**config.mk**
```make
export PLATFORM = sky130hd
export DESIGN_NAME = reg_file_sb
export DESIGN_NICKNAME = d
export VERILOG_FILES = /design/src/rtl/reg_file_sb.sv
export SDC_FILE = /design/constraint.sdc
export NUM_CORES = 1
export LEC_CHECK = 0
export BUFFER_PORTS_ARGS = -buffer_cell sky130_fd_sc_hd__buf_2
export CAP_MARGIN = 40
export CORE_MARGIN = 4
export CORE_UTILIZATION = 53
export DETAILED_ROUTE_END_ITERATION = 10
export GPL_ROUTABILITY_DRIVEN = 0
export MAX_ROUTING_LAYER = met4
export PLACE_DENSITY_LB_ADDON = 0.1
export SLEW_MARGIN = 20
export SYNTH_ARGS = -nofsm -noshare
export SYNTH_HDL_FRONTEND = slang
export SYNTH_SLANG_ARGS = --single-unit
export TNS_END_PERCENT = 100
```
**constraint.sdc**
```tcl
create_clock -name Clk -period 1.4 [get_ports Clk]
set_input_delay 0.28 -clock Clk [delete_from_list [all_inputs] [get_ports Clk]]
set_output_delay 0.28 -clock Clk [all_outputs]
set_load 0.01 [all_outputs]
```
**src/rtl/reg_file_sb.sv**
```systemverilog
// reg_file_sb: parametrised 2-read / 2-write register file with a per-register
// busy scoreboard, write-collision flag and optional hard-wired zero register.
// Decode reads operands and reserves its destination; writeback writes results
// and releases the busy bit.
// Optional feature macro: REGFILE_BYPASS_EN (same-cycle write-to-read forwarding).
module reg_file_sb #(
  parameter int W    = 8,
  parameter int A    = 2,
  parameter int ZERO = 0
) (
  input  logic              Clk,
  input  logic              ResetN,
  input  logic [A-1:0]      RaddrA,
  input  logic [A-1:0]      RaddrB,
  output logic [W-1:0]      DataOutA,
  output logic [W-1:0]      DataOutB,
  output logic              BusyA,
  output logic              BusyB,
  input  logic              WriteEnA,
  input  logic [A-1:0]      WaddrA,
  input  logic [W-1:0]      DataInA,
  input  logic              WriteEnB,
  input  logic [A-1:0]      WaddrB,
  input  logic [W-1:0]      DataInB,
  input  logic              ReserveEn,
  input  logic [A-1:0]      ReserveAddr,
  output logic [(1<<A)-1:0] BusyVec,
  output logic              Conflict
);

  localparam int unsigned DEPTH = 1 << A;

  logic [W-1:0]     regs [DEPTH];
  logic [DEPTH-1:0] busy;
  logic [DEPTH-1:0] busy_nxt;
  logic [DEPTH-1:0] wr_a_hit;
  logic [DEPTH-1:0] wr_b_hit;
  logic [DEPTH-1:0] rsv_hit;
  logic             conflict_q;

  // Per-register decode of write/reserve requests; address 0 is masked off
  // when it is the hard-wired zero register.
  always_comb begin
    wr_a_hit = '0;
    wr_b_hit = '0;
    rsv_hit  = '0;
    for (int unsigned i = 0; i < DEPTH; i++) begin
      if (!((ZERO != 0) && (i == 0))) begin
        wr_a_hit[i] = WriteEnA  && (WaddrA      == A'(i));
        wr_b_hit[i] = WriteEnB  && (WaddrB      == A'(i));
        rsv_hit[i]  = ReserveEn && (ReserveAddr == A'(i));
      end
    end
  end

  // Scoreboard next state: a write releases, a reserve sets, reserve wins.
  always_comb begin
    busy_nxt = busy;
    for (int unsigned i = 0; i < DEPTH; i++) begin
      if (wr_a_hit[i] || wr_b_hit[i]) begin
        busy_nxt[i] = 1'b0;
      end
      if (rsv_hit[i]) begin
        busy_nxt[i] = 1'b1;
      end
    end
  end

  // Register storage; port B has priority when both ports hit one register.
  always_ff @(posedge Clk or negedge ResetN) begin
    if (!ResetN) begin
      for (int unsigned i = 0; i < DEPTH; i++) begin
        regs[i] <= '0;
      end
    end else begin
      for (int unsigned i = 0; i < DEPTH; i++) begin
        if (wr_b_hit[i]) begin
          regs[i] <= DataInB;
        end else if (wr_a_hit[i]) begin
          regs[i] <= DataInA;
        end
      end
    end
  end

  // Busy bits and the one-cycle collision flag (flagged even on address 0).
  always_ff @(posedge Clk or negedge ResetN) begin
    if (!ResetN) begin
      busy       <= '0;
      conflict_q <= 1'b0;
    end else begin
      busy       <= busy_nxt;
      conflict_q <= WriteEnA && WriteEnB && (WaddrA == WaddrB);
    end
  end

  assign BusyVec  = busy;
  assign Conflict = conflict_q;

`ifdef REGFILE_BYPASS_EN
  // Read ports with forwarding: an in-flight write supplies the data and its
  // post-edge busy state. Forwarding is held off while reset is asserted
  // since that write never lands.
  always_comb begin
    DataOutA = regs[RaddrA];
    DataOutB = regs[RaddrB];
    BusyA    = busy[RaddrA];
    BusyB    = busy[RaddrB];
    if (ResetN) begin
      if (wr_b_hit[RaddrA]) begin
        DataOutA = DataInB;
      end else if (wr_a_hit[RaddrA]) begin
        DataOutA = DataInA;
      end
      if (wr_b_hit[RaddrB]) begin
        DataOutB = DataInB;
      end else if (wr_a_hit[RaddrB]) begin
        DataOutB = DataInA;
      end
      if (wr_a_hit[RaddrA] || wr_b_hit[RaddrA]) begin
        BusyA = rsv_hit[RaddrA];
      end
      if (wr_a_hit[RaddrB] || wr_b_hit[RaddrB]) begin
        BusyB = rsv_hit[RaddrB];
      end
    end
    if ((ZERO != 0) && (RaddrA == '0)) begin
      DataOutA = '0;
      BusyA    = 1'b0;
    end
    if ((ZERO != 0) && (RaddrB == '0)) begin
      DataOutB = '0;
      BusyB    = 1'b0;
    end
  end
`else
  // Read ports: stored value only, zero register forced to read 0 / not busy.
  always_comb begin
    DataOutA = regs[RaddrA];
    DataOutB = regs[RaddrB];
    BusyA    = busy[RaddrA];
    BusyB    = busy[RaddrB];
    if ((ZERO != 0) && (RaddrA == '0)) begin
      DataOutA = '0;
      BusyA    = 1'b0;
    end
    if ((ZERO != 0) && (RaddrB == '0)) begin
      DataOutB = '0;
      BusyB    = 1'b0;
    end
  end
`endif

endmodule

```
==> out/metrics.cfg, run 1 <==
[run_status]
status = finished, violations left
violations = negative setup slack

[pwr]
vdd_drop_max_mv = 0.8783
power.density_nw_per_um2 = 1126
leakagePower_nw = 1.310

[setup_path]
crit_type = register to output port
worst-path-max-fanout = 3
arrival_ps = 1340
crit_required_ps = 1120
start_kind = register
worst_setup_path_end_kind = output port

[cts]
htree_levels = 2
clkLatencyLatePin_ps = 290
cts_tree = done
clkSinkCount = 37
root_buffer = clkbuf_8
path_clk_slew_ps = 90
clock_path_buffers = 2
cts_buffers = 5

[finish]
drive_gt1_frac = 0.3600
post-route-util = 0.7419
regArea_um2 = 925.9
num_antenna_cells = 0
syn_to_final_growth_pct = 30.68
multi_input_area_um2 = 1136
fill_cells = 289
nets = 330

[sta]
skew_ps = 0
relSlewSlack = 0.6982
final_max_slew_viol_count = 0
fin_crit_ps = 1620
hold_viol = 0
clock.fmax_ghz = 0.6173
finalCritPeriodShare = 1.157
setup_viol = 18
tightest_slew_ps = 452.6
setup_slack_ps = -219.9
rsz0062_at_grt = true

[synth]
syn_avg_cell_area_um2 = 9.473
syn_nets = 257
yosysMostFrequentCell = nand2_1
ys_ff_latch = 37
postSynth.asyncResetShare = 1.000
synth_area_leaders = dfrtp_1 43%, mux4_2 19%, nand2_1 12%
syn_area_um2 = 2141
synth_edf_count = 0
synth_top_area_share = 0.4325
synthDistinctLibCells = 21
yosysWarningCount = 0
ys_seq_area_frac = 0.4325
synthCells = 226
yosysTopAreaCell = dfrtp_1
synthFlopType = dfrtp_1
netlist_top_cells_count = 66 x nand2_1, 37 x dfrtp_1, 32 x a31oi_1, 32 x nor2_1, 18 x mux4_2

[drt]
drt_iter0_drc = 208
vias_per_cell = 6.049
wirelength_mm = 6.079
drc_errors = 0
vias = 2105
postRouteAntennaNets = 0
firstDrtPassIters = 5
wire_per_inst_um = 17.47

[grt]
antenna_found_initial = 0
gr-total-overflow = 0
grt_pass1_wl_mm = 9.694
grt_max_degree = 25
first_global_vias = 1974
grtUsageTotal = 0.2572

[placement]
hpwlAfterDp_mm = 4.132
detailedPlace.worstSlack_ps = -79.42
io_buffers = 53

[job]
cap_viol_max_count = 0

[die]
rows = 22
io_pins = 54
start_util = 0.5677
die_w_um = 71.56
core_area_um2 = 3771
die_h_um = 71.56
design.die.area_um2 = 5120

[min_path]
hp-class = input pin to register

report_power, final:
| part | total, mW | internal [mW] | leakage, nW | switching, mW |
|---|---|---|---|---|
| Sequential | 1.39 | 1.25 | 0.436 | 0.141 |
| Clock | 0.756 | 0.344 | 0.0439 | 0.412 |
| Combinational | 1.00 | 0.563 | 0.830 | 0.439 |
path summary, 6_finish.rpt:
check / startpoint / endpoint / slack (ps) / depth (start not counted)
max reg2reg: regs[3] / regs[3] / 510 / 4
min in group asynchronous: ResetN / regs[12] / 430 / 2
max: regs[28] / DataOutA[4] / -220 / 2
min: ReserveAddr[0] / BusyVec[0] / 190 / 2
min reg2reg: regs[31] / regs[31] / 560 / 2
max in group asynchronous: ResetN / regs[8] / 510 / 3
kinds of logic (layout without fill, tap and decap cells):
family                    Yosys count  in the layout  share of synthesized area
AOI/OAI and AO/OA                  36             36                     0.1029
xor gates and xnor gates            2              2                   0.008184
buffers and inverters              17             91                    0.03682
DFF                                37             37                     0.4325
muxes                              18             18                     0.1894
and+or+nand+nor                   116            116                     0.2303
per-layer routing:
metal  wire (um)  up-vias  track usage
met2        2914      112       0.3918
met5           0        -            -
met1        2481     1031       0.3442
li1            -      949            -
met4          88        0      0.08768
met3         594       13      0.05470
layout make-up:
type | count | area share
tap | 48 | 0.02147
clock inverter | 3 | 0.006261
sequential | 37 | 0.3309
multi-input combinational | 172 | 0.4061
inverter | 1 | 0.001342
timing repair buffer | 82 | 0.2093
clock buffer | 5 | 0.02460
flip-flops by register name, summed over array words and instances (netlist names):
signal,flops
BusyVec,4
Conflict,1
regs,32
through the flow:
stage               total power [mW]  setup TNS, ps  instance area, um^2  instances  hold WS, ps
floorplan                      1.894              0                 2141        226       -15.59
global placement               2.237         -982.4                 2586        332        213.2
detailed placement             2.266          -1137                 2586        332        215.5
CTS                            3.073          -3535                 2739        346        174.2
global route                   3.312          -4194                 2798        348        184.4
finish                         3.149          -3587                 2798        348        186.2
worst max-delay path: stages, from the launching register on:
cell and delay (ps):
dfrtp_1 410, mux4_2 490, buf_6 140
cells in the final DEF, fill, tap and decap left out, types with 3 or more instances in the layout:
cell,synthesis,final
a31oi_1,32,32
nand3b_1,4,4
buf_4,0,25
nand3_1,6,6
nor2_1,32,32
buf_2,6,43
clkbuf_8,0,5
mux4_2,18,18
nand2_1,66,66
buf_6,1,10
o21ai_0,3,3
buf_12,0,3
dfrtp_1,37,37
repair_timing:
item                       in CTS  in global routing
hold endpoints to repair       13                  0
hold buffers                    1                  0
setup buffers                   5                  2
setup endpoints to repair      18                 18
resized for setup               3                  7
No activity file was read; power rests on OpenSTA's default activity.
==> inputs of run 2 (changes only) <==
- CTS_CLUSTER_DIAMETER: default -> 100
- PLACE_DENSITY: default -> 0.78
- PLACE_DENSITY_LB_ADDON: 0.1 -> default
==> run 2 against run 1 <==
The run still ends with negative setup slack left. Clock skew stayed put. Sequential power hardly changed. Worst setup slack better by 9.7 ps. Final cell count is 0.29% lower. Final area is 0.85% lower. Count of clock-buffer cells in the layout stayed put. Critical path depth stayed put. Sequential share of layout area is 0.28 points higher. Largest power group unchanged. Sequential cell count stayed put. Die area stayed put.
==> out/metrics.cfg, run 2 (same netlist as run 1, synthesis figures left out) <==
[setup_path]
crit_type = register to output port
worst-path-max-fanout = 3  ; unchanged
rr_worst_depth = 4  ; unchanged
worst_setup_path_end_kind = output port
crit_required_ps = 1120  ; about the same
arrival_ps = 1330  ; about the same
r2r-start = regs[0]
worstReg2RegEnd = regs[0]
start_kind = register
r2r_setup_slack_ps = 490  ; -20 ps

[grt]
grt_pass1_wl_mm = 9.639  ; -0.57%
gr-total-overflow = 0  ; unchanged
first_global_vias = 2026  ; +2.6%
grtUsageTotal = 0.2512  ; -0.005999
antenna_found_initial = 0  ; unchanged
grt_max_degree = 38  ; +52%

[die]
io_pins = 54  ; unchanged
rows = 22  ; unchanged
start_util = 0.5677  ; unchanged
die_w_um = 71.56  ; unchanged
core_area_um2 = 3771  ; unchanged
die_h_um = 71.56  ; unchanged
design.die.area_um2 = 5120  ; unchanged

[sta]
final_max_slew_viol_count = 0  ; unchanged
setup_slack_ps = -210.2  ; +9.677 ps
hold_viol = 0  ; unchanged
finalCritPeriodShare = 1.150  ; -0.006912
tightest_slew_ps = 447.4  ; -5.235 ps
hold_ws_ps = 206.9  ; +20.71 ps
skew_ps = 0  ; unchanged
fin_crit_ps = 1610  ; -9.677 ps
rsz0062_at_grt = true
setup_viol = 18  ; unchanged
clock.fmax_ghz = 0.6210  ; +0.60%
relSlewSlack = 0.7017  ; +0.003490

[finish]
final_common_cell = nand2_1
largest_reg_flops = 32  ; unchanged
drive_gt1_frac = 0.3579  ; -0.002140
final_cells = 347  ; -0.29%
num_antenna_cells = 0  ; unchanged
fill_cells = 280  ; -3.1%
nets = 331  ; +0.30%
final_cell_mix = 66 x nand2_1, 46 x buf_2, 37 x dfrtp_1
syn_to_final_growth_pct = 29.57
largest_register = regs

[drt]
vias = 2062  ; -2.0%
postRouteAntennaNets = 0  ; unchanged
drc_errors = 0  ; unchanged
wire_per_inst_um = 17.33  ; -0.78%
wirelength_mm = 6.014  ; -1.1%
drt_iter0_drc = 266  ; +28%
vias_per_cell = 5.942  ; -1.8%
firstDrtPassIters = 4  ; -1

[min_path]
hp-start = ReserveAddr[0]
worstHoldEndpoint = BusyVec[0]
hp-class = input pin to register
whs_path_depth = 2  ; unchanged

[pwr]
leakagePower_nw = 1.303  ; -0.52%
p_total_mw = 3.102  ; -1.5%
power.density_nw_per_um2 = 1118  ; -0.63%
vdd_drop_max_mv = 0.6388  ; -27%

[cts]
cts_buffers = 5  ; unchanged
root_buffer = clkbuf_8
cts_tree = done
path_clk_slew_ps = 70  ; -20 ps
clkLatencyLatePin_ps = 280  ; about the same
htree_levels = 2  ; unchanged
clkSinkCount = 37  ; unchanged
clock_path_buffers = 2  ; unchanged

[job]
cap_viol_max_count = 0  ; unchanged

[run_status]
status = finished, violations left
violations = negative setup slack

[placement]
hpwlAfterDp_mm = 4.135  ; about the same
detailedPlace.worstSlack_ps = -72.74  ; +6.681 ps
dp_cells = 325  ; -2.1%
io_buffers = 53  ; unchanged

-- run 2: cell count changes in the layout (fill, tap and decap cells not counted), sizes merged --
cell      before  now
buf           81   82
clkinv         2    1
clkinvlp       1    0
-- run 2: what timing repair did --
item / 4_1_cts / 5_1_grt
setup buffers: 9 / 6
resized for setup: 1 / 6
pin swaps: 0 / 0
endpoints found under the setup margin: 18 / 18
hold endpoints to repair: 37 / 0
hold buffers: 1 / 0
-- run 2: final cells by class --
cell class | instances | area (um^2) | area share
tap | 48 | 60.06 | 0.02165
inverter | 1 | 3.754 | 0.001353
timing repair buffer | 83 | 574.3 | 0.2070
sequential | 37 | 925.9 | 0.3338
clock buffer | 5 | 68.82 | 0.02481
clock inverter | 1 | 5.005 | 0.001804
multi-input combinational | 172 | 1136 | 0.4096
-- run 2: worst max path at each step --
stage,from,end,slack [ps]
global route,regs[1],DataOutB[1],-240
CTS,BusyVec[3],BusyB,-210
floorplan,RaddrA[0],BusyA,30
global placement,RaddrA[0],DataOutA[3],-60
detailed placement,RaddrB[0],DataOutB[1],-70
finish,regs[9],DataOutB[1],-210
-- run 2: layer usage --
metal,GRT usage,up-vias,share of wire
li1,-,953,-
met1,0.3178,968,0.38
met2,0.4000,126,0.50
met3,0.04769,15,0.11
met4,0.1002,0,0.014
met5,-,-,0
-- run 2: metrics by stage --
step | cell area, um^2 | utilization | setup TNS, ps
floorplan | 2141 | - | 0
global placement | 2534 | 0.6719 | -834.8
detailed placement | 2534 | 0.6719 | -988.0
CTS | 2691 | 0.7137 | -3269
global route | 2774 | 0.7356 | -3961
finish | 2774 | 0.7356 | -3268
-- run 2: critical path, cell delays in order, from the launching register on --
cell     delay, ps
dfrtp_1        420
mux4_2         490
buf_6          140
-- run 2: power by group --
part	switching, mW	internal (mW)	total [mW]
sequential	0.148	1.25	1.40
clock	0.348	0.327	0.675
combinational	0.447	0.581	1.03
